File: config.mk
export PLATFORM = sky130hd
export DESIGN_NAME = spi_controller_core
export DESIGN_NICKNAME = d
export VERILOG_FILES = /design/src/rtl/spi_core_pkg.sv /design/src/rtl/spi_clk_gen.sv /design/src/rtl/spi_controller_core.sv
export SDC_FILE = /design/constraint.sdc
export NUM_CORES = 1
export LEC_CHECK = 0
export BUFFER_PORTS_ARGS = -buffer_cell sky130_fd_sc_hd__buf_2
export CAP_MARGIN = 20
export CORE_AREA = 3 3 112 114
export DETAILED_ROUTE_END_ITERATION = 12
export DIE_AREA = 0 0 115 117
export PLACE_DENSITY = 0.84
export SYNTH_ARGS = -nofsm -noshare
export SYNTH_HDL_FRONTEND = slang
export SYNTH_SLANG_ARGS = --single-unit
File: constraint.sdc
create_clock -name S_AXI_ACLK -period 7.5 [get_ports S_AXI_ACLK]
set_clock_uncertainty 0.05 [all_clocks]
set_input_delay 0.375 -clock S_AXI_ACLK [delete_from_list [all_inputs] [get_ports S_AXI_ACLK]]
set_output_delay 0.375 -clock S_AXI_ACLK [all_outputs]
set_load 0.005 [all_outputs]
File: src/rtl/spi_core_pkg.sv
// Shared definitions for the SPI controller core.
//   state_t        : transfer FSM states (IDLE, LEAD, SHIFT, TRAIL)
//   DATA_WIDTH_MAX : longest transfer the 5-bit length field can describe
//   XFER_CNT_W     : width of the completed-transfer counter
package spi_core_pkg;

  typedef enum logic [1:0] {
    ST_IDLE  = 2'd0,
    ST_LEAD  = 2'd1,
    ST_SHIFT = 2'd2,
    ST_TRAIL = 2'd3
  } state_t;

  localparam int DATA_WIDTH_MAX = 32;
  localparam int XFER_CNT_W     = 16;

endpackage

File: src/rtl/spi_clk_gen.sv
// SCLK half-period timer.
// Emits a one-cycle tick every (div+1) cycles while en is high. The count
// restarts from zero whenever en drops or rst is asserted, so the first tick
// after enabling arrives exactly (div+1) cycles later.
//   clk  : clock
//   rst  : synchronous active-high reset
//   en   : run enable
//   div  : half-period minus one
//   tick : one-cycle pulse at the end of each half-period
module spi_clk_gen #(
  parameter int DIV_WIDTH = 16
) (
  input  logic                 clk,
  input  logic                 rst,
  input  logic                 en,
  input  logic [DIV_WIDTH-1:0] div,
  output logic                 tick
);

  logic [DIV_WIDTH-1:0] cnt;

  assign tick = en && (cnt == div);

  always_ff @(posedge clk) begin
    if (rst || !en) begin
      cnt <= '0;
    end else if (tick) begin
      cnt <= '0;
    end else begin
      cnt <= cnt + 1'b1;
    end
  end

endmodule

File: src/rtl/spi_controller_core.sv
// SPI mode-0 controller core.
// Shifts an N-bit word (N = cfg_nbits+1) MSB-first on spi_mosi while
// capturing spi_miso, framed by spi_cs_n. Each SCLK half-period lasts
// H = cfg_div+1 cycles; chip select stays low for a lead half-period,
// 2N SCLK half-periods and a trail half-period.
//   S_AXI_ACLK / S_AXI_ARESET : clock, synchronous active-high reset
//   start, abort              : one-cycle control requests
//   tx_data, cfg_nbits, cfg_div : word and configuration, latched at start
//   busy, rx_data, rx_valid, xfer_count : status towards register interface
//   spi_sclk, spi_mosi, spi_cs_n, spi_miso : SPI pins
module spi_controller_core
  import spi_core_pkg::*;
#(
  parameter int DATA_WIDTH = 32,
  parameter int DIV_WIDTH  = 16
) (
  input  logic                  S_AXI_ACLK,
  input  logic                  S_AXI_ARESET,
  input  logic                  start,
  input  logic                  abort,
  input  logic [DATA_WIDTH-1:0] tx_data,
  input  logic [4:0]            cfg_nbits,
  input  logic [DIV_WIDTH-1:0]  cfg_div,
  output logic                  busy,
  output logic [DATA_WIDTH-1:0] rx_data,
  output logic                  rx_valid,
  output logic [XFER_CNT_W-1:0] xfer_count,
  output logic                  spi_sclk,
  output logic                  spi_mosi,
  output logic                  spi_cs_n,
  input  logic                  spi_miso
);

  state_t                state;
  logic [DATA_WIDTH-1:0] tx_sh;
  logic [DATA_WIDTH-1:0] rx_sh;
  logic [4:0]            bit_idx;
  logic [DIV_WIDTH-1:0]  div_lat;
  logic                  last_half;
  logic                  gen_en;
  logic                  tick;

  assign busy   = (state != ST_IDLE);
  assign gen_en = (state != ST_IDLE);

  spi_clk_gen #(
    .DIV_WIDTH(DIV_WIDTH)
  ) u_clk_gen (
    .clk (S_AXI_ACLK),
    .rst (S_AXI_ARESET),
    .en  (gen_en),
    .div (div_lat),
    .tick(tick)
  );

  always_ff @(posedge S_AXI_ACLK) begin
    if (S_AXI_ARESET) begin
      state      <= ST_IDLE;
      tx_sh      <= '0;
      rx_sh      <= '0;
      bit_idx    <= '0;
      div_lat    <= '0;
      last_half  <= 1'b0;
      rx_data    <= '0;
      rx_valid   <= 1'b0;
      xfer_count <= '0;
      spi_sclk   <= 1'b0;
      spi_mosi   <= 1'b0;
      spi_cs_n   <= 1'b1;
    end else begin
      rx_valid <= 1'b0;
      if (abort && (state != ST_IDLE)) begin
        state    <= ST_IDLE;
        spi_cs_n <= 1'b1;
        spi_sclk <= 1'b0;
        spi_mosi <= 1'b0;
      end else begin
        case (state)
          ST_IDLE: begin
            spi_sclk <= 1'b0;
            spi_mosi <= 1'b0;
            spi_cs_n <= 1'b1;
            if (start && !abort) begin
              tx_sh     <= tx_data;
              bit_idx   <= cfg_nbits;
              div_lat   <= cfg_div;
              // Cleared so bits above the transfer length read back as zero.
              rx_sh     <= '0;
              last_half <= 1'b0;
              spi_mosi  <= tx_data[cfg_nbits];
              spi_cs_n  <= 1'b0;
              state     <= ST_LEAD;
            end
          end
          ST_LEAD: begin
            // The lead half-period ends with the first SCLK rising edge.
            if (tick) begin
              spi_sclk <= 1'b1;
              rx_sh    <= {rx_sh[DATA_WIDTH-2:0], spi_miso};
              state    <= ST_SHIFT;
            end
          end
          ST_SHIFT: begin
            if (tick) begin
              if (spi_sclk) begin
                // Falling edge: advance MOSI unless the last bit is out,
                // in which case the low half that follows is the final one.
                spi_sclk <= 1'b0;
                if (bit_idx == 5'd0) begin
                  last_half <= 1'b1;
                end else begin
                  bit_idx  <= bit_idx - 5'd1;
                  spi_mosi <= tx_sh[bit_idx - 5'd1];
                end
              end else if (last_half) begin
                state <= ST_TRAIL;
              end else begin
                spi_sclk <= 1'b1;
                rx_sh    <= {rx_sh[DATA_WIDTH-2:0], spi_miso};
              end
            end
          end
          ST_TRAIL: begin
            if (tick) begin
              state      <= ST_IDLE;
              spi_cs_n   <= 1'b1;
              spi_mosi   <= 1'b0;
              rx_data    <= rx_sh;
              rx_valid   <= 1'b1;
              xfer_count <= xfer_count + 1'b1;
            end
          end
          default: state <= ST_IDLE;
        endcase
      end
    end
  end

endmodule

Yosys cells after proc, flatten, opt, wreduce, memory -nomap -nowiden:

Index checks and enable logic that the tools add are counted.

* flip-flop bits (word level): 156
* input port bits: 58
* output and inout bits: 53
* word-level logic and storage cells: 100

* add/sub/neg operators: 3
* magnitude comparators: 2
* eq/ne operators: 14
* mux-type cells: 41
* bitwise logic cells: 2
* reductions and logical operators: 25

Operators with widths (number)
* $mux W32: 5
* $pmux W32 S3: 1
* $add A16 B1 Y16 const B: 2
* $mux W5: 4
* $ne A2 B2 Y1 const B: 10
* $reduce_and A6 Y1: 3
* $mux W1: 17
* $eq A16 B16 Y1: 1
* $lt A5 B6 Y1 const B: 2
* $mux W2: 6
* $bmux W1 S5: 2
* $pmux W5 S2: 1
* $reduce_and A3 Y1: 3
* $pmux W2 S4: 1
* $reduce_and A7 Y1: 1
* $pmux W1 S3: 2
* $reduce_bool A2 Y1: 3
* $reduce_bool A3 Y1: 2
* $logic_not A5 Y1: 1
* $reduce_and A5 Y1: 1
* $sub A5 B1 Y5 const B: 1
* $eq A2 B2 Y1 const B: 2
* $pmux W1 S2: 2
* $reduce_or A2 Y1: 2
* 8 further kinds: 12

Longest topological paths before layout:

Gate-level depths: netlist of run 1.

* depth after elaboration: 7
* gate-level depth with buffers: 10
* depth with buffers taken out: 8

Hierarchy:

A second synthesis of run 1 with hierarchy kept.

* cells, all modules: 804
* area, all modules: 6675.2 um^2

Modules (own cells, without submodules)
* spi_controller_core: instances 1, cells each 706, area each 5816.8 um^2, sequential area each 2802.7 um^2
* spi_clk_gen: instances 1, cells each 98, area each 858.3 um^2, sequential area each 320.3 um^2

Worst setup path after synthesis of run 1:

Ideal clock, no wire load.

* path kind: reg-to-reg
* start point: register bit_idx[0]
* end point: register spi_mosi
* library setup time: 123 ps
* arrival time: 2609 ps
* data required time: 7327 ps
* slack: 4719 ps
* cell stages (with the launch flop): 10
* clock period less this slack: 2781 ps
* cells stage by stage: dfxtp_1 -> buf_2 -> inv_1 -> ha_1 -> buf_1 -> mux4_2 -> mux4_2 -> nand2b_1 -> a31oi_1 -> a211oi_1

* cells in the longest elaborated chain, start to end: 7
* elaborated cells on any way between the ends: 10

RTL lines
* start, declared: RTL line spi_controller_core.sv:37 `logic [4:0] bit_idx;`
* start signal, assigned: RTL line spi_controller_core.sv:85 `bit_idx <= cfg_nbits;`
* start signal, assigned: RTL line spi_controller_core.sv:112 `bit_idx <= bit_idx - 5'd1;`
* $sub A5 B1 Y5: RTL line spi_controller_core.sv:113 `spi_mosi <= tx_sh[bit_idx - 5'd1];`
* $bmux W1 S5: RTL line spi_controller_core.sv:113
* $mux W1 (implied by the code): RTL line spi_controller_core.sv:113
* $mux W1: RTL line spi_controller_core.sv:109 `if (bit_idx == 5'd0) begin`
* $mux W1: RTL line spi_controller_core.sv:105 `if (spi_sclk) begin`
* $mux W1: RTL line spi_controller_core.sv:104 `if (tick) begin`
* $pmux W1 S3: RTL line spi_controller_core.sv:78 `case (state)`
* end signal, assigned: RTL line spi_controller_core.sv:90 `spi_mosi <= tx_data[cfg_nbits];`
* end signal, assigned: RTL line spi_controller_core.sv:113
* end, declared: RTL line spi_controller_core.sv:29 `output logic spi_mosi,`

Parallel ways exist; a longest one is shown, timed or not. The select of a mux whose other input is x is not followed.
A chain may end at the register's enable or synchronous reset.

Worst setup path in the final report of run 1:

* start point: register u_clk_gen.cnt[6]
* end point: register xfer_count[8]

* cells in the longest elaborated chain, start to end: 3

RTL lines
* start, declared: RTL line spi_clk_gen.sv:20 `logic [DIV_WIDTH-1:0] cnt;`
* start signal, assigned: RTL line spi_clk_gen.sv:30 `cnt <= cnt + 1'b1;`
* $eq A16 B16 Y1: RTL line spi_clk_gen.sv:22 `assign tick = en && (cnt == div);`
* $logic_and A1 B1 Y1: RTL line spi_clk_gen.sv:22
* $reduce_and A3 Y1 (no source line)
* end signal, assigned: RTL line spi_controller_core.sv:130 `xfer_count <= xfer_count + 1'b1;`
* end, declared: RTL line spi_controller_core.sv:27 `output logic [XFER_CNT_W-1:0] xfer_count,`

Every way passes these cells.

==> results of run 1 <==
==> stage by stage <==
step           worst slack (ns)  power (mW)
6_report                   4.32        2.33
3_5_place_dp               4.22        1.38
2_1_floorplan              4.72        1.29
4_1_cts                    4.21        2.29
5_1_grt                    4.00        2.42
3_3_place_gp               4.35        1.38
==> synth_stat cells (all sizes together), types with 7 or more instances <==
cell and instances:
xnor2 9, o311ai 33, a21oi 102, dfxtp 156, o31ai 40, clkbuf 49, nand4 8, mux4 19
buf 19, nor3 12, o21ai 7, or4 9, inv 14, ha 7, nand3 14, xor2 27
nand2 211, nor2 37
==> area by class of cell <==
cell class	count	share of cell area (%)
multi-input cells	593	43.8
flip-flops and latches	156	37.8
repair buffers	118	7.90
clock buffers	19	5.36
clock inverters	13	2.32
well taps	143	2.17
inverters	15	0.681
==> kinds of logic after synthesis <==
kind of cell / count (synthesis) / share of synthesized area [%]
compound gates: 201 / 18.2
xor+xnor: 36 / 4.44
fa+ha+maj: 7 / 1.23
buf+inv: 83 / 5.10
flops: 156 / 44.0
mux: 28 / 7.37
simple gates: 321 / 19.6
==> where the power goes <==
group | leakage, nW | switching [mW] | internal, mW
Sequential | 1.26 | 0.0333 | 0.868
Clock | 0.293 | 0.348 | 0.567
Combinational | 1.55 | 0.331 | 0.178
Total | 3.10 | 0.712 | 1.61
==> per-layer routing <==
layer / global-route usage (%) / up-vias
met5: 0 / -
met4: 8.45 / 0
met3: 5.40 / 22
met2: 39.9 / 234
met1: 34.4 / 3001
li1: - / 3083
==> path summary, 6_finish.rpt <==
path                               startpoint                    endpoint  slack, ns  cells after the start
setup / recovery  u_clk_gen.cnt[6]$_SDFF_PP0_  xfer_count[8]$_SDFFE_PP0P_       4.32                      6
hold / removal                     cfg_div[7]     div_lat[7]$_SDFFE_PP0P_       0.13                      3
setup reg to reg  u_clk_gen.cnt[6]$_SDFF_PP0_  xfer_count[8]$_SDFFE_PP0P_       4.32                      6
hold reg to reg      rx_data[22]$_SDFFE_PP0P_    rx_data[22]$_SDFFE_PP0P_       0.40                      2
==> state kept, by name (all words and copies together), names as in the netlist <==
signal	count
spi_cs_n	1
rx_sh	32
rx_data	32
xfer_count	16
state	2
last_half	1
spi_mosi	1
rx_valid	1
div_lat	16
bit_idx	5
spi_sclk	1
u_clk_gen.cnt	16
tx_sh	32
==> worst max-delay path, cell delays in order (launching register included) <==
cell	delay (ns)
dfxtp_1	0.44
xor2_1	0.11
nor4_2	0.30
and4_1	0.43
nand3_2	0.79
or4_1	0.80
a21oi_1	0.17
==> key figures, run 1 <==
Yosys
  – Async S/R FF share, synth: 0%
  – Post-synth EDFFs: 0
  – Library cells used by synthesis: 50
  – Post-synthesis sequential area ratio: 44.0%
  – Area contributors post-synth: dfxtp_1 (44%), nand2_1 (11%), a21oi_1 (7.1%)
  – Ys flop type: dfxtp_1
  – Seq cells post-synth: 156
  – Mean Syn Cell Area: 8.53 µm²
  – Syn. warnings: 0
  – Syn nets: 897
  – Post-Syn Instances: 832
  – Synth top area share: 44.0%
  – Leading area contributor after synthesis: dfxtp_1
  – Syn Std Cell Area: 7090 µm²

Worst setup path
  – CP startpoint kind: flip-flop
  – Critical Path RT: 7.81 ns
  – Critical path class: reg -> reg
  – CP Data Arrival Time: 3.49 ns
  – Max FO, Critical Path: 51
  – CP Capture Type: flip-flop

Die
  – Die area: 13500 µm²
  – Ports: 111
  – Initial Utilization: 61.6%
  – Core Footprint: 11500 µm²
  – Rows: 39
  – Die W: 115 µm
  – Die Y: 117 µm

Route
  – # DRC: 0
  – DR vias/cell: 6.00
  – Pre-antenna DRT Iters: 5
  – Routed via count: 6340
  – Final ANT Viol Nets: 0
  – Met3 WL post-DR: 1.03 mm
  – Drt total wl: 16.7 mm
  – Wl on met1: 7.34 mm
  – Routed len/inst: 15.8 µm
  – Highest metal used: met4
  – Metal2 WL: 8.10 mm
  – Initial detailed-routing violation count: 488

CTS
  – Clk_lat worst skew: 0.43 ns
  – Hold buffers post-CTS: 0
  – Clk slew on worst S/H paths: 0.06 ns
  – Post-cts resize count: 0
  – H-tree depth: 4
  – CTS tree: yes
  – Post-CTS Setup Inserts: 0
  – Clk buf depth: 2
  – Sink Count: 156
  – TritonCTS buffer count: 17
  – CTS Root Cell: clkbuf_16

STA
  – Fmax: 314 MHz
  – Setup Viol. Count Final: 0
  – Sum Neg Setup Slack: 0 ns
  – Final period util: 42.4%
  – RSZ-0062 raised after global routing: no
  – Worst hold slack: 0.127 ns
  – Slew margin rel.: 37.1%
  – Slew Limit Fails: 0
  – Least-Margin Pin Slew: 0.942 ns
  – Tmin final: 3.18 ns
  – Hold violation count in the final report: 0

Placement
  – Buffers on Ports: 110
  – RePlAce Congestion: 0.877
  – DP Area: 7570 µm²
  – DP Wirelength: 10.7 mm
  – Placed insts: 1023

Global route
  – Initial antenna violation count: 0
  – Global-route wire length before repair: 27.4 mm
  – Vias in the first global route: 5644
  – All-Layer GR Usage: 25.1%
  – Grt ovf: 0
  – Largest net degree at the start of global routing: 73

Final layout
  – # fillers: 882
  – Non-Filler Instances: 1057
  – Multi-input logic area: 3620 µm²
  – Leading cell type in the layout, fill and taps excluded: nand2_1
  – Final nets: 966
  – Area grow syn2layout: 16.5%
  – Diodes inserted: 0
  – Layout cells sized above 1: 19.7%
  – Most frequent cells in the layout: nand2_1 (211), dfxtp_1 (156), buf_2 (109)
  – Fin area: 8260 µm²
  – Reg area: 3120 µm²
  – Final Core Density: 71.8%

Min path
  – Tightest Hold Check Type: in -> reg

Status
  – Status: complete, no violations

Power
  – VDD IR-drop max: 0.207 mV
  – Pwr dens: 281 nW/µm²
  – Leakage power: 3.10 nW

Job
  – Max Cap Violations: 0
No activity file was read; power rests on OpenSTA's default activity.
==> run 2, diff against run 1 <==
Settings changed: CORE_AREA 3 3 112 114 to 3 3 116 118, DIE_AREA 0 0 115 117 to 0 0 119 121, PLACE_DENSITY 0.84 to 0.79.
Clock period 7.5 ns to 3 ns, I/O delays scaled along.
==> run 2 against run 1 <==
Total power rose by 140%. Die area rose by 7.0%. Critical path depth rose by 2. Critical endpoint is now rx_sh[21]$_SDFFE_PP0P_.
==> key figures, run 2 (synthesis gave the netlist of run 1 again) <==
Status
  – Status: complete, no violations

Final layout
  – Leading cell type in the layout, fill and taps excluded: nand2_1
  – Layout cells sized above 1: 19.2%
  – Fin area: 8730 µm²
  – Most frequent cells in the layout: nand2_1 (211), dfxtp_1 (156), buf_2 (109)
  – Diodes inserted: 0
  – Area grow syn2layout: 23.0%
  – Largest regs: rx_data: 32 flops, rx_sh: 32 flops, tx_sh: 32 flops
  – Final nets: 1022

Route
  – Initial detailed-routing violation count: 437
  – DR vias/cell: 5.68
  – Routed len/inst: 15.5 µm
  – Pre-antenna DRT Iters: 5
  – # DRC: 0
  – Final ANT Viol Nets: 0
  – Drt total wl: 17.7 mm
  – Routed via count: 6484

CTS
  – CTS tree: yes
  – Clk slew on worst S/H paths: 0.06 ns
  – Sink Count: 156
  – CTS Root Cell: clkbuf_16
  – Clk buf depth: 2
  – Clk_lat worst skew: 0.42 ns
  – TritonCTS buffer count: 17
  – H-tree depth: 4

Global route
  – Vias in the first global route: 6140
  – Global-route wire length before repair: 29.4 mm
  – All-Layer GR Usage: 24.7%
  – Grt ovf: 0
  – Largest net degree at the start of global routing: 96
  – Initial antenna violation count: 1

STA
  – Fmax: 360 MHz
  – Slew margin rel.: 32.7%
  – Tmin final: 2.78 ns
  – Slew Limit Fails: 0
  – Setup Viol. Count Final: 0
  – RSZ-0062 raised after global routing: no
  – Final period util: 92.7%
  – Hold violation count in the final report: 0
  – Setup ws final: 0.220 ns
  – Least-Margin Pin Slew: 1.01 ns
  – Sum Neg Setup Slack: 0 ns

Worst setup path
  – CP startpoint kind: flip-flop
  – CP Data Arrival Time: 2.99 ns
  – R2r setup slk: 0.22 ns
  – Worst r2r path cells: 8
  – CP Capture Type: flip-flop
  – Critical path class: reg -> reg
  – FF-to-FF Start: state[1]$_SDFFE_PP0P_
  – FF-to-FF End: rx_sh[21]$_SDFFE_PP0P_
  – Max FO, Critical Path: 35
  – Critical Path RT: 3.21 ns

Placement
  – Buffers on Ports: 110
  – Place WS: 0.268 ns
  – RePlAce Congestion: 0.878
  – DP Wirelength: 11.0 mm
  – DP Area: 7680 µm²

Power
  – Pwr Total: 5.57 mW
  – VDD IR-drop max: 0.435 mV
  – Pwr dens: 638 nW/µm²
  – Leakage power: 3.31 nW

Die
  – Ports: 111
  – Die W: 119 µm
  – Core Footprint: 12600 µm²
  – Die area: 14400 µm²
  – Rows: 41
  – Initial Utilization: 56.4%
  – Die Y: 121 µm

Min path
  – Cell depth of the worst min-delay path: 4
  – Hold EP: bit_idx[4]$_SDFFE_PP0P_
  – Tightest Hold Check Type: in -> reg
  – Hold Path Origin: cfg_nbits[4]

Job
  – Max Cap Violations: 0
==> run 2: changes by cell type in the layout (fill, tap and decap cells not counted), moves of 3 or more <==
cell	previous run	this run
clkinvlp_4	5	1
dlygate4sd3_1	0	49
buf_4	7	16
bufinv_16	4	1
==> run 2: worst max-delay path, stage by stage (launching register included) <==
cell and delay [ns]:
dfxtp_1 0.33, inv_1 0.11, ha_1 0.31, clkinv_1 0.26, and2_1 0.25, a21oi_4 0.64, or3_1 0.20, buf_4 0.33
o31ai_1 0.13
==> run 2: report_power, final <==
part           switching [mW]  total (mW)  internal, mW  leakage [nW]
combinational           0.841        1.30         0.457          1.77
sequential             0.0688        2.24          2.17          1.26
clock                   0.865        2.03          1.17         0.275
==> run 2: metrics by stage <==
stage / util (%) / hold slack [ns] / cells
5_1_grt: 69.4 / 0.114 / 1141
3_5_place_dp: 61.1 / 0.346 / 1061
3_3_place_gp: 61.1 / 0.341 / 1061
4_1_cts: 69.4 / 0.0863 / 1141
6_report: 69.4 / 0.0927 / 1141
2_1_floorplan: - / 0.236 / 832
==> run 2: repair_timing <==
item / 4_1_cts / 5_1_grt
setup buffers: 0 / 0
hold endpoints to repair: 49 / 0
endpoints found under the setup margin: 0 / 0
hold buffers: 49 / 0
resized for setup: 0 / 0
==> run 2: worst max path at each step <==
stage	from	end	slack, ns	cells after the start
2_1_floorplan	bit_idx[0]$_SDFFE_PP0P_	spi_mosi$_SDFFE_PP0P_	0.22	9
3_3_place_gp	state[1]$_SDFFE_PP0P_	rx_sh[21]$_SDFFE_PP0P_	0.37	8
3_5_place_dp	state[1]$_SDFFE_PP0P_	rx_sh[21]$_SDFFE_PP0P_	0.27	8
4_1_cts	state[1]$_SDFFE_PP0P_	rx_sh[21]$_SDFFE_PP0P_	0.27	8
5_1_grt	state[1]$_SDFFE_PP0P_	rx_sh[27]$_SDFFE_PP0P_	0.07	8
6_report	state[1]$_SDFFE_PP0P_	rx_sh[21]$_SDFFE_PP0P_	0.22	8
==> run 2: metal layers <==
layer,routed length [µm],GRT usage (%),up-vias
li1,-,-,3190
met1,7750,32.0,3076
met2,8720,41.6,197
met3,992,5.87,19
met4,210,6.59,2
met5,9,0,-
==> run 2: cell type report <==
| class | count | area (µm²) |
|---|---|---|
| multi-input combinational | 593 | 3620 |
| inverter | 15 | 56.3 |
| fill | 1007 | 3840 |
| clock inverter | 12 | 116 |
| tap | 172 | 215 |
| sequential | 156 | 3120 |
| clock buffer | 19 | 443 |
| timing repair buffer | 174 | 1160 |
